===== config.mk =====
export PLATFORM = sky130hd
export DESIGN_NAME = fetch_stage_flat
export DESIGN_NICKNAME = d
export VERILOG_FILES = /design/src/rtl/fetch_if.sv /design/src/rtl/fetch_stage.sv /design/src/flat_wrapper.sv
export SDC_FILE = /design/constraint.sdc
export NUM_CORES = 1
export LEC_CHECK = 0
export ABC_AREA = 1
export CORE_UTILIZATION = 25
export DETAILED_ROUTE_END_ITERATION = 7
export SETUP_SLACK_MARGIN = 0.02
export SLEW_MARGIN = 15
export SYNTH_ARGS = -nofsm -noshare
export SYNTH_HDL_FRONTEND = slang
export SYNTH_SLANG_ARGS = --single-unit

===== constraint.sdc =====
create_clock -name clk_i -period 1.6 [get_ports clk_i]
set_input_delay 0.16 -clock clk_i [delete_from_list [all_inputs] [get_ports clk_i]]
set_output_delay 0.16 -clock clk_i [all_outputs]
set_load 0.01 [all_outputs]

===== src/rtl/fetch_if.sv =====
// Signal bundle between the fetch stage and its surroundings (hazard unit,
// ID-stage branch resolution, instruction memory, IF/ID consumers).
interface fetch_if #(
    parameter int ADDR_W = 32
);
    logic              stall_i;
    logic              flush_i;
    logic [ADDR_W-1:0] branch_target_i;
    logic [31:0]       imem_data_i;
    logic [ADDR_W-1:0] imem_addr_o;
    logic [ADDR_W-1:0] pc_o;
    logic [ADDR_W-1:0] if_id_pc_o;
    logic [31:0]       if_id_instr_o;
    logic              if_id_valid_o;
    logic [31:0]       cycle_cnt_o;
    logic [31:0]       stall_cnt_o;
    logic [31:0]       flush_cnt_o;
    logic              oob_o;

    // master: the fetch stage itself; slave: everything around it.
    modport master (
        input  stall_i, flush_i, branch_target_i, imem_data_i,
        output imem_addr_o, pc_o, if_id_pc_o, if_id_instr_o, if_id_valid_o,
               cycle_cnt_o, stall_cnt_o, flush_cnt_o, oob_o
    );

    modport slave (
        output stall_i, flush_i, branch_target_i, imem_data_i,
        input  imem_addr_o, pc_o, if_id_pc_o, if_id_instr_o, if_id_valid_o,
               cycle_cnt_o, stall_cnt_o, flush_cnt_o, oob_o
    );
endinterface


===== src/rtl/fetch_stage.sv =====
// Instruction-fetch stage: PC register, IF/ID register, stall/flush handling,
// out-of-range fetch detection and performance counters.
module fetch_stage #(
    parameter int                 ADDR_W     = 32,
    parameter logic [ADDR_W-1:0]  RESET_PC   = '0,
    parameter int                 IMEM_DEPTH = 256
) (
    input logic     clk_i,
    input logic     start_i,
    fetch_if.master bus
);
    localparam logic [ADDR_W-1:0] DEPTH_W = ADDR_W'(IMEM_DEPTH);

    logic [ADDR_W-1:0] pc_q, pc_d;
    logic [ADDR_W-1:0] if_id_pc_q, if_id_pc_d;
    logic [31:0]       if_id_instr_q, if_id_instr_d;
    logic              if_id_valid_q, if_id_valid_d;
    logic [31:0]       cycle_cnt_q, cycle_cnt_d;
    logic [31:0]       stall_cnt_q, stall_cnt_d;
    logic [31:0]       flush_cnt_q, flush_cnt_d;
    logic              oob_q, oob_d;
    logic              in_range;

    // Word index compared against depth; byte offset bits do not matter.
    assign in_range = ({2'b00, pc_q[ADDR_W-1:2]} < DEPTH_W);

    always_comb begin
        pc_d          = pc_q;
        if_id_pc_d    = if_id_pc_q;
        if_id_instr_d = if_id_instr_q;
        if_id_valid_d = if_id_valid_q;
        cycle_cnt_d   = cycle_cnt_q + 32'd1;
        stall_cnt_d   = stall_cnt_q;
        flush_cnt_d   = flush_cnt_q;
        oob_d         = oob_q;

        if (bus.flush_i) begin
            pc_d          = {bus.branch_target_i[ADDR_W-1:2], 2'b00};
            if_id_pc_d    = '0;
            if_id_instr_d = '0;
            if_id_valid_d = 1'b0;
            flush_cnt_d   = flush_cnt_q + 32'd1;
        end else if (bus.stall_i) begin
            stall_cnt_d = stall_cnt_q + 32'd1;
        end else begin
            pc_d       = pc_q + ADDR_W'(4);
            if_id_pc_d = pc_q;
            if (in_range) begin
                if_id_instr_d = bus.imem_data_i;
                if_id_valid_d = 1'b1;
            end else begin
                if_id_instr_d = '0;
                if_id_valid_d = 1'b0;
                oob_d         = 1'b1;
            end
        end
    end

    always_ff @(posedge clk_i) begin
        if (!start_i) begin
            pc_q          <= RESET_PC;
            if_id_pc_q    <= '0;
            if_id_instr_q <= '0;
            if_id_valid_q <= 1'b0;
            cycle_cnt_q   <= '0;
            stall_cnt_q   <= '0;
            flush_cnt_q   <= '0;
            oob_q         <= 1'b0;
        end else begin
            pc_q          <= pc_d;
            if_id_pc_q    <= if_id_pc_d;
            if_id_instr_q <= if_id_instr_d;
            if_id_valid_q <= if_id_valid_d;
            cycle_cnt_q   <= cycle_cnt_d;
            stall_cnt_q   <= stall_cnt_d;
            flush_cnt_q   <= flush_cnt_d;
            oob_q         <= oob_d;
        end
    end

    assign bus.imem_addr_o   = pc_q;
    assign bus.pc_o          = pc_q;
    assign bus.if_id_pc_o    = if_id_pc_q;
    assign bus.if_id_instr_o = if_id_instr_q;
    assign bus.if_id_valid_o = if_id_valid_q;
    assign bus.cycle_cnt_o   = cycle_cnt_q;
    assign bus.stall_cnt_o   = stall_cnt_q;
    assign bus.flush_cnt_o   = flush_cnt_q;
    assign bus.oob_o         = oob_q;
endmodule

===== src/flat_wrapper.sv =====
// flat-port wrapper written by rule: the top's interface ports become plain ports
module fetch_stage_flat 
#(
    parameter int                 ADDR_W     = 32,
    parameter logic [ADDR_W-1:0]  RESET_PC   = '0,
    parameter int                 IMEM_DEPTH = 256
)
  (clk_i, start_i, bus_stall_i, bus_flush_i, bus_branch_target_i, bus_imem_data_i, bus_imem_addr_o, bus_pc_o, bus_if_id_pc_o, bus_if_id_instr_o, bus_if_id_valid_o, bus_cycle_cnt_o, bus_stall_cnt_o, bus_flush_cnt_o, bus_oob_o);
  fetch_if #(.ADDR_W(ADDR_W)) bus_i ();
  input logic clk_i;
  input logic start_i;
  input wire logic [$bits(bus_i.stall_i)-1:0] bus_stall_i;
  input wire logic [$bits(bus_i.flush_i)-1:0] bus_flush_i;
  input wire logic [$bits(bus_i.branch_target_i)-1:0] bus_branch_target_i;
  input wire logic [$bits(bus_i.imem_data_i)-1:0] bus_imem_data_i;
  output wire logic [$bits(bus_i.imem_addr_o)-1:0] bus_imem_addr_o;
  output wire logic [$bits(bus_i.pc_o)-1:0] bus_pc_o;
  output wire logic [$bits(bus_i.if_id_pc_o)-1:0] bus_if_id_pc_o;
  output wire logic [$bits(bus_i.if_id_instr_o)-1:0] bus_if_id_instr_o;
  output wire logic [$bits(bus_i.if_id_valid_o)-1:0] bus_if_id_valid_o;
  output wire logic [$bits(bus_i.cycle_cnt_o)-1:0] bus_cycle_cnt_o;
  output wire logic [$bits(bus_i.stall_cnt_o)-1:0] bus_stall_cnt_o;
  output wire logic [$bits(bus_i.flush_cnt_o)-1:0] bus_flush_cnt_o;
  output wire logic [$bits(bus_i.oob_o)-1:0] bus_oob_o;
  assign bus_i.stall_i = bus_stall_i;
  assign bus_i.flush_i = bus_flush_i;
  assign bus_i.branch_target_i = bus_branch_target_i;
  assign bus_i.imem_data_i = bus_imem_data_i;
  assign bus_imem_addr_o = bus_i.imem_addr_o;
  assign bus_pc_o = bus_i.pc_o;
  assign bus_if_id_pc_o = bus_i.if_id_pc_o;
  assign bus_if_id_instr_o = bus_i.if_id_instr_o;
  assign bus_if_id_valid_o = bus_i.if_id_valid_o;
  assign bus_cycle_cnt_o = bus_i.cycle_cnt_o;
  assign bus_stall_cnt_o = bus_i.stall_cnt_o;
  assign bus_flush_cnt_o = bus_i.flush_cnt_o;
  assign bus_oob_o = bus_i.oob_o;
  fetch_stage #(.ADDR_W(ADDR_W), .RESET_PC(RESET_PC), .IMEM_DEPTH(IMEM_DEPTH)) u_core (.clk_i(clk_i), .start_i(start_i), .bus(bus_i));
endmodule

==> metrics.txt <==
# TYPE chip_impl_metric gauge
chip_impl_metric{name="synth_area",unit="sq um"} 9780
chip_impl_metric{name="coreArea",unit="sq um"} 38600
chip_impl_metric{name="synthCells",unit=""} 1520
chip_impl_metric{name="synth_edf_count",unit=""} 0
chip_impl_metric{name="dp_hpwl",unit="mm"} 26.8
chip_impl_metric{name="gr-usage-all-layers",unit="%"} 17.2
chip_impl_metric{name="power.ir.vdd_worst",unit="mV"} 0.734
chip_impl_metric{name="worstHoldPathCells",unit=""} 4
chip_impl_metric{name="cp_data_required_time",unit="ns"} 1.44
chip_impl_info{name="run_status",value="finished clean"} 1
chip_impl_metric{name="buffer_ports.inserted",unit=""} 285
chip_impl_metric{name="hold_ws",unit="ns"} 0.219
chip_impl_metric{name="seq_area_frac_synth",unit="%"} 38.9
chip_impl_metric{name="slowest_delay",unit="ns"} 0.55
chip_impl_info{name="crit_slowest_cell",value="sky130_fd_sc_hd__clkdlybuf4s50_1"} 1
chip_impl_metric{name="finalHoldViolations",unit=""} 0
chip_impl_metric{name="route.final.wire_length",unit="mm"} 36.2
chip_impl_metric{name="power",unit="mW"} 10.3
chip_impl_metric{name="io_pins",unit=""} 294
chip_impl_metric{name="critical_path_data_arrival_time",unit="ns"} 1.37
chip_impl_metric{name="clk_latency",unit="ns"} 0.45
chip_impl_metric{name="via_per_inst",unit=""} 4.53
chip_impl_metric{name="fin_crit_sh",unit="%"} 95.8
chip_impl_metric{name="fp.dieH",unit="um"} 200
chip_impl_metric{name="dpl_cell_area",unit="sq um"} 13800
chip_impl_info{name="cts_tree",value="done"} 1
chip_impl_metric{name="rrSetupSlack",unit="ns"} 0.08
chip_impl_metric{name="clock-sinks",unit=""} 190
chip_impl_metric{name="synthArstFlopShare",unit="%"} 0
chip_impl_info{name="yosys.area.top_type",value="sky130_fd_sc_hd__dfxtp_1"} 1
chip_impl_metric{name="share_clk_of_total_power",unit="%"} 41.1
chip_impl_info{name="hold-path-endpoint",value="u_core.bus.cycle_cnt_o[10]$_SDFF_PN0_"} 1
chip_impl_metric{name="fin_nets",unit=""} 1958
chip_impl_metric{name="first_pass_iters",unit=""} 5
chip_impl_metric{name="drv_cap",unit=""} 0
chip_impl_info{name="rr_endpoint",value="u_core.bus.imem_addr_o[14]$_SDFFE_PN0N_"} 1
chip_impl_info{name="sequence_of_cells_on_the_critical_path",value="clkdlybuf4s50_1"} 1
chip_impl_metric{name="yosys_warnings",unit=""} 0
chip_impl_info{name="yosys-top-cells-count",value="sky130_fd_sc_hd__nand2_1 (472), sky130_fd_sc_hd__nor2_1 (213), sky130_fd_sc_hd__dfxtp_1 (190), sky130_fd_sc_hd__a21oi_1 (150), sky130_fd_sc_hd__inv_1 (150)"} 1
chip_impl_metric{name="grt_first_pass_wirelength",unit="mm"} 53.5
chip_impl_info{name="path_class",value="flop to output port"} 1
chip_impl_info{name="yosysMostFrequentCell",value="sky130_fd_sc_hd__nand2_1"} 1
chip_impl_metric{name="postLayoutCellArea",unit="sq um"} 15000
chip_impl_metric{name="leftover_overflow_at_the_end_of_global_routing",unit=""} 0
chip_impl_metric{name="avgSynthCellArea",unit="sq um"} 6.43
chip_impl_metric{name="gpl.final_weighted_congestion",unit=""} 0.930
chip_impl_info{name="timing.critical_path.max_delay_family",value="buffers and inverters"} 1
chip_impl_info{name="worstSetupStartpointType",value="flop"} 1
chip_impl_info{name="critPathCaptureType",value="output port"} 1
chip_impl_metric{name="die_area",unit="sq um"} 39900
chip_impl_metric{name="start_util",unit="%"} 25.3
chip_impl_metric{name="via_count_of_the_first_global_routing_pass",unit=""} 9976
chip_impl_metric{name="p_switching",unit="mW"} 2.79
chip_impl_metric{name="cell_internal_pwr",unit="mW"} 7.55
chip_impl_metric{name="remaining_drc_errors",unit=""} 0
chip_impl_metric{name="maxSlewViolCount",unit=""} 0
chip_impl_info{name="yosys-top-cells-area",value="sky130_fd_sc_hd__dfxtp_1 (39%), sky130_fd_sc_hd__nand2_1 (18%), sky130_fd_sc_hd__nor2_1 (8.2%)"} 1
chip_impl_metric{name="fmaxAchievable",unit="GHz"} 0.652
chip_impl_metric{name="cp_max_fo",unit=""} 5
chip_impl_metric{name="finalSetupViolations",unit=""} 0
chip_impl_metric{name="post_route_cells_drive_above_1_share",unit="%"} 18.5
chip_impl_metric{name="fin_worst_skew",unit="ns"} 0.0122
chip_impl_info{name="hold_class",value="input pin to flop"} 1
chip_impl_metric{name="synth_top_area_share",unit="%"} 38.9
chip_impl_metric{name="swShare",unit="%"} 27.0
chip_impl_metric{name="cts-buffers-inserted",unit=""} 17
chip_impl_metric{name="layout-area-overhead-vs-synth",unit="%"} 53.4
chip_impl_metric{name="routed_wirelength_normalized_by_instance_count",unit="um"} 15.0
chip_impl_metric{name="first_iter_violations",unit=""} 589
chip_impl_metric{name="die_wd",unit="um"} 200
chip_impl_metric{name="power_density",unit="nW/um^2"} 689
chip_impl_metric{name="synth_register_bits",unit=""} 190
chip_impl_metric{name="timing.critical_path.buf_inv",unit=""} 1
chip_impl_metric{name="clkSlewWorstSetupHoldPaths",unit="ns"} 0.08
chip_impl_metric{name="worst_pin_slew",unit="ns"} 0.568
chip_impl_metric{name="pwr-share-comb",unit="%"} 11.5
chip_impl_metric{name="antenna_found_initial",unit=""} 2
chip_impl_metric{name="htree_num_levels",unit=""} 4
chip_impl_metric{name="timing.max_slew.rel_slack",unit="%"} 62.1
chip_impl_metric{name="part_of_the_power_in_registers",unit="%"} 47.4
chip_impl_info{name="timing.hold.worst.start",value="start_i"} 1
chip_impl_info{name="postSynth.topFlopCell",value="sky130_fd_sc_hd__dfxtp_1"} 1
chip_impl_metric{name="core.rowCount",unit=""} 72
chip_impl_metric{name="grt_max_degree",unit=""} 50
chip_impl_metric{name="ant_nets",unit=""} 0
chip_impl_info{name="cts_root_buf",value="sky130_fd_sc_hd__clkbuf_16"} 1
chip_impl_metric{name="via_count_of_the_routed_design",unit=""} 10900
chip_impl_metric{name="period_needed",unit="ns"} 1.53
chip_impl_metric{name="static-leakage-power",unit="nW"} 6.58
chip_impl_metric{name="cts_max_path_buffers",unit=""} 2
chip_impl_metric{name="synth.distinct_cells",unit=""} 35
chip_impl_metric{name="rr_worst_depth",unit=""} 8
chip_impl_info{name="worst_r2r_startpoint",value="u_core.bus.imem_addr_o[3]$_SDFFE_PN0N_"} 1
==> cell usage in the layout (no fill, tap or decap), drive strengths merged, types with 8 or more instances in the layout <==
master	instances
nand2	474
nor2	225
dfxtp	190
inv	161
a21oi	150
clkdlybuf4s50	136
buf	135
dlygate4sd2	101
nand3	72
o21ai	71
dlymetal6s2s	44
nor3	24
clkbuf	22
nand4	21
xor2	20
nand3b	8
==> metal layers <==
metal  vias to the layer above  track usage [%]  wire [um]
met2                       322             27.5      16900
met5                         -                0         27
met4                         4             4.95        569
li1                       5521                -          -
met3                        33             3.90       2110
met1                      5065             23.1      16600
==> through the flow <==
stage	instances	setup WS (ns)	util [%]	setup TNS [ns]
after detailed placement	2372	-0.211	35.8	-7.91
after CTS	2404	0.0158	37.2	0
after floorplan	1525	0.0224	-	0
after global placement	2372	-0.142	35.8	-4.22
after global routing	2417	-0.00548	38.8	-0.00548
final	2418	0.0667	38.8	0
==> cell type report <==
class	instances	area (sq um)
Timing Repair Buffer	421	3990
Clock buffer	18	429
Sequential cell	190	3930
Inverter	156	588
Clock inverter	14	133
Multi-Input combinational cell	1100	5280
Antenna cell	1	2.50
Fill cell	4050	23600
Tap cell	518	648
==> worst reg2reg max path, delay by kind of cell, from the launching register on <==
family                   cells  cell delay (ns)
flip-flops                   1             0.38
adder cells (fa/ha/maj)      1             0.16
XOR/XNOR                     1             0.19
AND/OR/NAND/NOR              3             0.28
AO/OA/AOI/OAI                1             0.08
buffers and inverters        2             0.32
==> worst max path at each step <==
| stage | start | to | cells after the start |
|---|---|---|---|
| floorplan | u_core.bus.flush_cnt_o[0]$_SDFFE_PN0P_ | u_core.bus.flush_cnt_o[22]$_SDFFE_PN0P_ | 10 |
| global placement | bus_flush_i | u_core.bus.stall_cnt_o[18]$_SDFFE_PN0P_ | 9 |
| detailed placement | bus_flush_i | u_core.bus.stall_cnt_o[18]$_SDFFE_PN0P_ | 9 |
| CTS | u_core.bus.flush_cnt_o[0]$_SDFFE_PN0P_ | u_core.bus.flush_cnt_o[8]$_SDFFE_PN0P_ | 9 |
| global route | u_core.bus.imem_addr_o[23]$_SDFFE_PN0N_ | u_core.bus.if_id_instr_o[24]$_SDFFE_PP0N_ | 9 |
| finish | u_core.bus.stall_cnt_o[12]$_SDFFE_PN0P_ | bus_stall_cnt_o[12] | 1 |
==> power by group through the flow <==
stage / clock network, mW / registers, mW / logic (mW)
final: 4.25 / 4.90 / 1.19
after global placement: 0 / 5.00 / 1.21
after detailed placement: 0 / 5.00 / 1.22
after global routing: 4.57 / 4.91 / 1.31
after floorplan: 0 / 5.06 / 0.466
after CTS: 4.38 / 4.89 / 1.15
==> registers in the layout, summed over array words and instances (netlist names) <==
| signal | cells |
|---|---|
| u_core.bus.cycle_cnt_o | 32 |
| u_core.bus.flush_cnt_o | 32 |
| u_core.bus.if_id_instr_o | 32 |
| u_core.bus.stall_cnt_o | 32 |
| u_core.bus.if_id_pc_o | 30 |
| u_core.bus.imem_addr_o | 30 |
| u_core.bus.if_id_valid_o | 1 |
| u_core.bus.oob_o | 1 |
==> cell families after synthesis <==
group	synth area share (%)
adder cells (fa/ha/maj)	0.512
XOR/XNOR	2.06
AND/OR/NAND/NOR	35.0
AO/OA/AOI/OAI	12.9
flip-flops	38.9
other	0.0383
buffers and inverters	10.6
==> timing repair <==
action | in CTS | in global routing
setup buffers | 0 | 9
pin swaps | 0 | 13
hold buffers | 0 | 0
resized for setup | 189 | 147
setup endpoints to repair | 162 | 126
gates cloned | 0 | 4
Note: power is estimated with default switching activity, not from simulation.
==> variant 1: new RTL, same flow settings <==
`ADDR_W` is set to 32 in 3 places; all go to 24.
--- a/src/rtl/fetch_if.sv
+++ b/src/rtl/fetch_if.sv
@@ -1,7 +1,7 @@
 // Signal bundle between the fetch stage and its surroundings (hazard unit,
 // ID-stage branch resolution, instruction memory, IF/ID consumers).
 interface fetch_if #(
-    parameter int ADDR_W = 32
+    parameter int ADDR_W = 24
 );
     logic              stall_i;
     logic              flush_i;
--- a/src/rtl/fetch_stage.sv
+++ b/src/rtl/fetch_stage.sv
@@ -1,7 +1,7 @@
 // Instruction-fetch stage: PC register, IF/ID register, stall/flush handling,
 // out-of-range fetch detection and performance counters.
 module fetch_stage #(
-    parameter int                 ADDR_W     = 32,
+    parameter int                 ADDR_W     = 24,
     parameter logic [ADDR_W-1:0]  RESET_PC   = '0,
     parameter int                 IMEM_DEPTH = 256
 ) (
--- a/src/flat_wrapper.sv
+++ b/src/flat_wrapper.sv
@@ -1,7 +1,7 @@
 // flat-port wrapper written by rule: the top's interface ports become plain ports
 module fetch_stage_flat 
 #(
-    parameter int                 ADDR_W     = 32,
+    parameter int                 ADDR_W     = 24,
     parameter logic [ADDR_W-1:0]  RESET_PC   = '0,
     parameter int                 IMEM_DEPTH = 256
 )
Ports: changed (resized bus_branch_target_i, bus_if_id_pc_o, bus_imem_addr_o and bus_pc_o); port bits go from 294 to 262. No check against the original RTL was run, so the function may have changed too.
==> variant 1 against the unedited design <==
  * Area after synthesis is 11% lower
  * Clock power is 8.9% higher
  * Sequential cell count down 16
  * Total power shrank 1.9%
  * Final area shrank 11%
  * Global-route usage increased by 0.40 points
  * Worst setup slack worse by 0.024 ns
  * Wire length shrank 12%
  * Critical path type unchanged
  * Critical endpoint is now bus_cycle_cnt_o[25]
==> variant 1: results <==
export IMPL_status="completed"
export IMPL_dr_pass1_iters=5
export IMPL_synth_most_common_cell="nand2_1"
export IMPL_cts_buffers=17
export IMPL_cts_max_path_buffers=2
export IMPL_synth_common_cells="nand2_1, nor2_1, dfxtp_1"
export IMPL_crit_path_max_incr_delay_ns=0.57
export IMPL_hold_depth=3
export IMPL_viasPerCell=4.577
export IMPL_globalplace_congestion=0.9358
export IMPL_critPathLaunch="u_core.bus.cycle_cnt_o[25]"
export IMPL_dpl_worst_slack_ns=-0.1949
export IMPL_drive_gt1_share_pct=16.95
export IMPL_worstRegToRegCells=8
export IMPL_hold_class="input pin to flip-flop"
export IMPL_vias=9730
export IMPL_vdd_ir_drop_max_v=0.0007279
export IMPL_htreeDepth=4
export IMPL_overflow=0
export IMPL_worstSkewPairLatency_ns=0.44
export IMPL_synth_area_leaders="dfxtp_1, nand2_1, nor2_1"
export IMPL_nets=1721
export IMPL_placed_area_um2=12410
export IMPL_synth_cell_types=35
export IMPL_min_from="start_i"
export IMPL_rrSetupSlack_ns=0.13
export IMPL_crit_family="buffers and inverters"
export IMPL_r2r_end="u_core.bus.imem_addr_o[14]"
export IMPL_synthArstFlopShare_pct=0
export IMPL_ys_seq_area_share_pct=39.81
export IMPL_critPathMaxFanout=4
export IMPL_grt_pass1_vias=9285
export IMPL_netlist_instances=1328
export IMPL_port_buffers=253
export IMPL_fmax_mhz=642.0
export IMPL_min_to="u_core.bus.stall_cnt_o[2]"
export IMPL_grt_usage_pct=17.65
export IMPL_finalHoldWorstSlack_ns=0.1049
export IMPL_cp_endpoint="bus_cycle_cnt_o[25]"
export IMPL_r2r_start="u_core.bus.imem_addr_o[2]"
export IMPL_rows=68
export IMPL_drt_total_wl_um=31700
export IMPL_cp_arrival_ns=1.40
export IMPL_grt_pass1_wl_um=49630
export IMPL_post_dp_hpwl_um=23970
export IMPL_grt_max_degree=49
export IMPL_p_int_w=0.007555
export IMPL_n_fill_cell=3691
export IMPL_clk_pin_slew_ns=0.07
export IMPL_yosys_warnings=0
export IMPL_leakagePower_nw=5.552
export IMPL_post_place_cells=2089
export IMPL_antenna_found_initial=2
export IMPL_cts_root_buffer="clkbuf_16"
export IMPL_cp_slowest_cell="clkdlybuf4s50_1"
export IMPL_synth_ff_type="dfxtp_1"
export IMPL_clock_skew_ns=0.007806
export IMPL_drtIter0Drc=478
variant 1: cell types whose count changed after synthesis, moves of 9 or more:
cell     change
nor2_1      -36
a21oi_1     -26
buf_4       -10
nand2_1     -88
inv_1       -18
dfxtp_1     -16
nor2_2       +9
variant 1: area by class of cell:
class                      count  area (um^2)  area share [%]
antenna                        1        2.502         0.01882
timing repair buffer         370         3451           25.95
sequential                   174         3567           26.83
multi-input combinational    957         4559           34.29
clock buffer                  18        429.2           3.227
inverter                     137        514.2           3.867
clock inverter                14        205.2           1.543
tap                          455        569.3           4.281
variant 1: cell families (layout without fill, tap and decap cells):
| kind of cell | count (synthesis) | after routing | share of synthesized area, % |
|---|---|---|---|
| AOI/OAI and AO/OA | 204 | 204 | 12.07 |
| other | 1 | 7 | 0.04286 |
| DFF | 174 | 174 | 39.81 |
| adders and majority gates | 4 | 4 | 0.5720 |
| buffers and inverters | 203 | 539 | 10.35 |
| xor gates and xnor gates | 23 | 23 | 2.302 |
| and+or+nand+nor | 719 | 720 | 34.85 |
variant 1: timing repair:
action                     CTS  global route
cloned                       1             0
resized for setup          151            73
pin swaps                    1            14
buffers inserted             1             2
setup endpoints to repair  163            87
hold buffers                 0             0
variant 1: power groups by stage:
stage                     Combinational, W  Clock (W)  Sequential [W]
after floorplan                   0.000393          0         0.00462
after global placement             0.00107          0         0.00456
after detailed placement           0.00107          0         0.00456
after CTS                          0.00104    0.00474         0.00446
after global routing               0.00114    0.00492         0.00448
final                              0.00104    0.00463         0.00447
variant 1: layer usage:
metal / track usage, % / share of wire, % / vias up
li1: - / - / 4881
met1: 22.76 / 46 / 4474
met2: 28.92 / 46 / 341
met3: 3.336 / 6.0 / 32
met4: 6.948 / 2.2 / 2
met5: 0 / 0.041 / -
==> variant 2: new RTL, config.mk and constraints unchanged <==
Made on the original files. `IMEM_DEPTH` is set to 256 in 2 places; all go to 192.
--- a/src/rtl/fetch_stage.sv
+++ b/src/rtl/fetch_stage.sv
@@ -3,7 +3,7 @@
 module fetch_stage #(
     parameter int                 ADDR_W     = 32,
     parameter logic [ADDR_W-1:0]  RESET_PC   = '0,
-    parameter int                 IMEM_DEPTH = 256
+    parameter int                 IMEM_DEPTH = 192
 ) (
     input logic     clk_i,
     input logic     start_i,
--- a/src/flat_wrapper.sv
+++ b/src/flat_wrapper.sv
@@ -3,7 +3,7 @@
 #(
     parameter int                 ADDR_W     = 32,
     parameter logic [ADDR_W-1:0]  RESET_PC   = '0,
-    parameter int                 IMEM_DEPTH = 256
+    parameter int                 IMEM_DEPTH = 192
 )
   (clk_i, start_i, bus_stall_i, bus_flush_i, bus_branch_target_i, bus_imem_data_i, bus_imem_addr_o, bus_pc_o, bus_if_id_pc_o, bus_if_id_instr_o, bus_if_id_valid_o, bus_cycle_cnt_o, bus_stall_cnt_o, bus_flush_cnt_o, bus_oob_o);
   fetch_if #(.ADDR_W(ADDR_W)) bus_i ();
Check against the original RTL: not equivalent (Yosys sat finds a counterexample within 4 cycles, from zero or initial values).
==> variant 2 against the unedited design <==
  * Count of clock-buffer cells in the layout unchanged
  * Hold slack lost 0.035 ns
  * Largest cell class unchanged
  * Largest power group unchanged
  * Total power rose by 1.5%
  * Wire length grew 0.72%
  * Sequential cell count stayed put
  * Sequential share of layout area is 0.14 points higher
  * Area after synthesis is 0.73% higher
  * Worst setup slack worse by 0.0020 ns
  * Final cell count increased by 0.45%
  * Final area shrank 0.72%
==> variant 2: results <==
export IMPL_status="completed"
export IMPL_area_growth_pct=51.23
export IMPL_clkCellAreaFrac_pct=3.931
export IMPL_netlist_instances=1530
export IMPL_synth_area_leaders="dfxtp_1, nand2_1, nor2_1"
export IMPL_grt_usage_pct=17.78
export IMPL_nonClkBufAreaFrac_pct=26.23
export IMPL_grt_pass1_vias=10230
export IMPL_clkPwrFrac_pct=41.9
export IMPL_dpl_worst_slack_ns=-0.1910
export IMPL_p_switching_w=0.002860
export IMPL_drive_gt1_share_pct=18.39
export IMPL_n_fill_cell=4148
export IMPL_globalplace_congestion=0.9260
export IMPL_vdd_ir_drop_max_v=0.0006837
export IMPL_nets=1968
export IMPL_crit_family="buffers and inverters"
export IMPL_viasPerCell=4.481
export IMPL_post_dp_hpwl_um=28110
export IMPL_antenna_cells=2
export IMPL_hold_depth=4
export IMPL_leakagePower_nw=6.291
export IMPL_multiInputGateArea_um2=5260
export IMPL_seq_area_um2=3925
export IMPL_nClkBuffers=18
export IMPL_drtIter0Drc=441
export IMPL_met3_usage_pct=3.506
export IMPL_n_all_buffers=423
export IMPL_critPathLaunch="u_core.bus.flush_cnt_o[14]"
export IMPL_comb_power_share_pct=11.5
export IMPL_r2r_end="u_core.bus.if_id_instr_o[9]"
export IMPL_cp_endpoint="bus_flush_cnt_o[14]"
export IMPL_synth_common_cells="nand2_1, nor2_1, dfxtp_1"
export IMPL_stdcell_count=2429
export IMPL_grt_pass1_wl_um=56610
export IMPL_n_all_inverters=150
export IMPL_highest_layer="met4"
export IMPL_critPathMaxFanout=4
export IMPL_wl_met1_um=16160
export IMPL_post_route_cell_area_um2=14900
export IMPL_min_to="u_core.bus.cycle_cnt_o[1]"
export IMPL_wl_per_cell_um=15.00
export IMPL_num_multi_input_gates=1114
export IMPL_synth_cell_types=40
export IMPL_setup_ws_ns=0.06474
export IMPL_finalHoldWorstSlack_ns=0.1839
export IMPL_flops_and_latches=190
export IMPL_ys_seq_area_share_pct=38.61
export IMPL_r2r_start="u_core.bus.imem_addr_o[16]"
export IMPL_wl_met3_um=1796
export IMPL_grt_util_met2_pct=30.89
export IMPL_clock_skew_ns=0.01649
## variant 2: changes by cell type after synthesis, moves of 4 or more
cell,before,now
a21oi_1,150,135
nor2_1,213,228
clkbuf_1,31,21
nand3_1,68,78
a21oi_2,0,9
buf_2,8,17
inv_1,150,141
nand2_1,472,463
nand4_1,21,12
nand2_2,1,9
o21ai_0,68,76
nor2_2,6,11
buf_6,0,4
## variant 2: cells by family (layout without fill, tap and decap cells)
logic type	after synthesis	count (layout)	synth area share [%]
other	1	8	0.03807
flip-flops	190	190	38.61
XOR/XNOR	20	20	1.778
buffers and inverters	231	605	10.69
adder cells (fa/ha/maj)	4	4	0.5081
AO/OA/AOI/OAI	238	238	12.83
AND/OR/NAND/NOR	846	846	35.54
## variant 2: repair_timing
action	4_1_cts	5_1_grt
gates resized for setup	196	116
buffers inserted	0	4
setup endpoints to repair	154	119
cloned	0	1
pin swaps	0	12
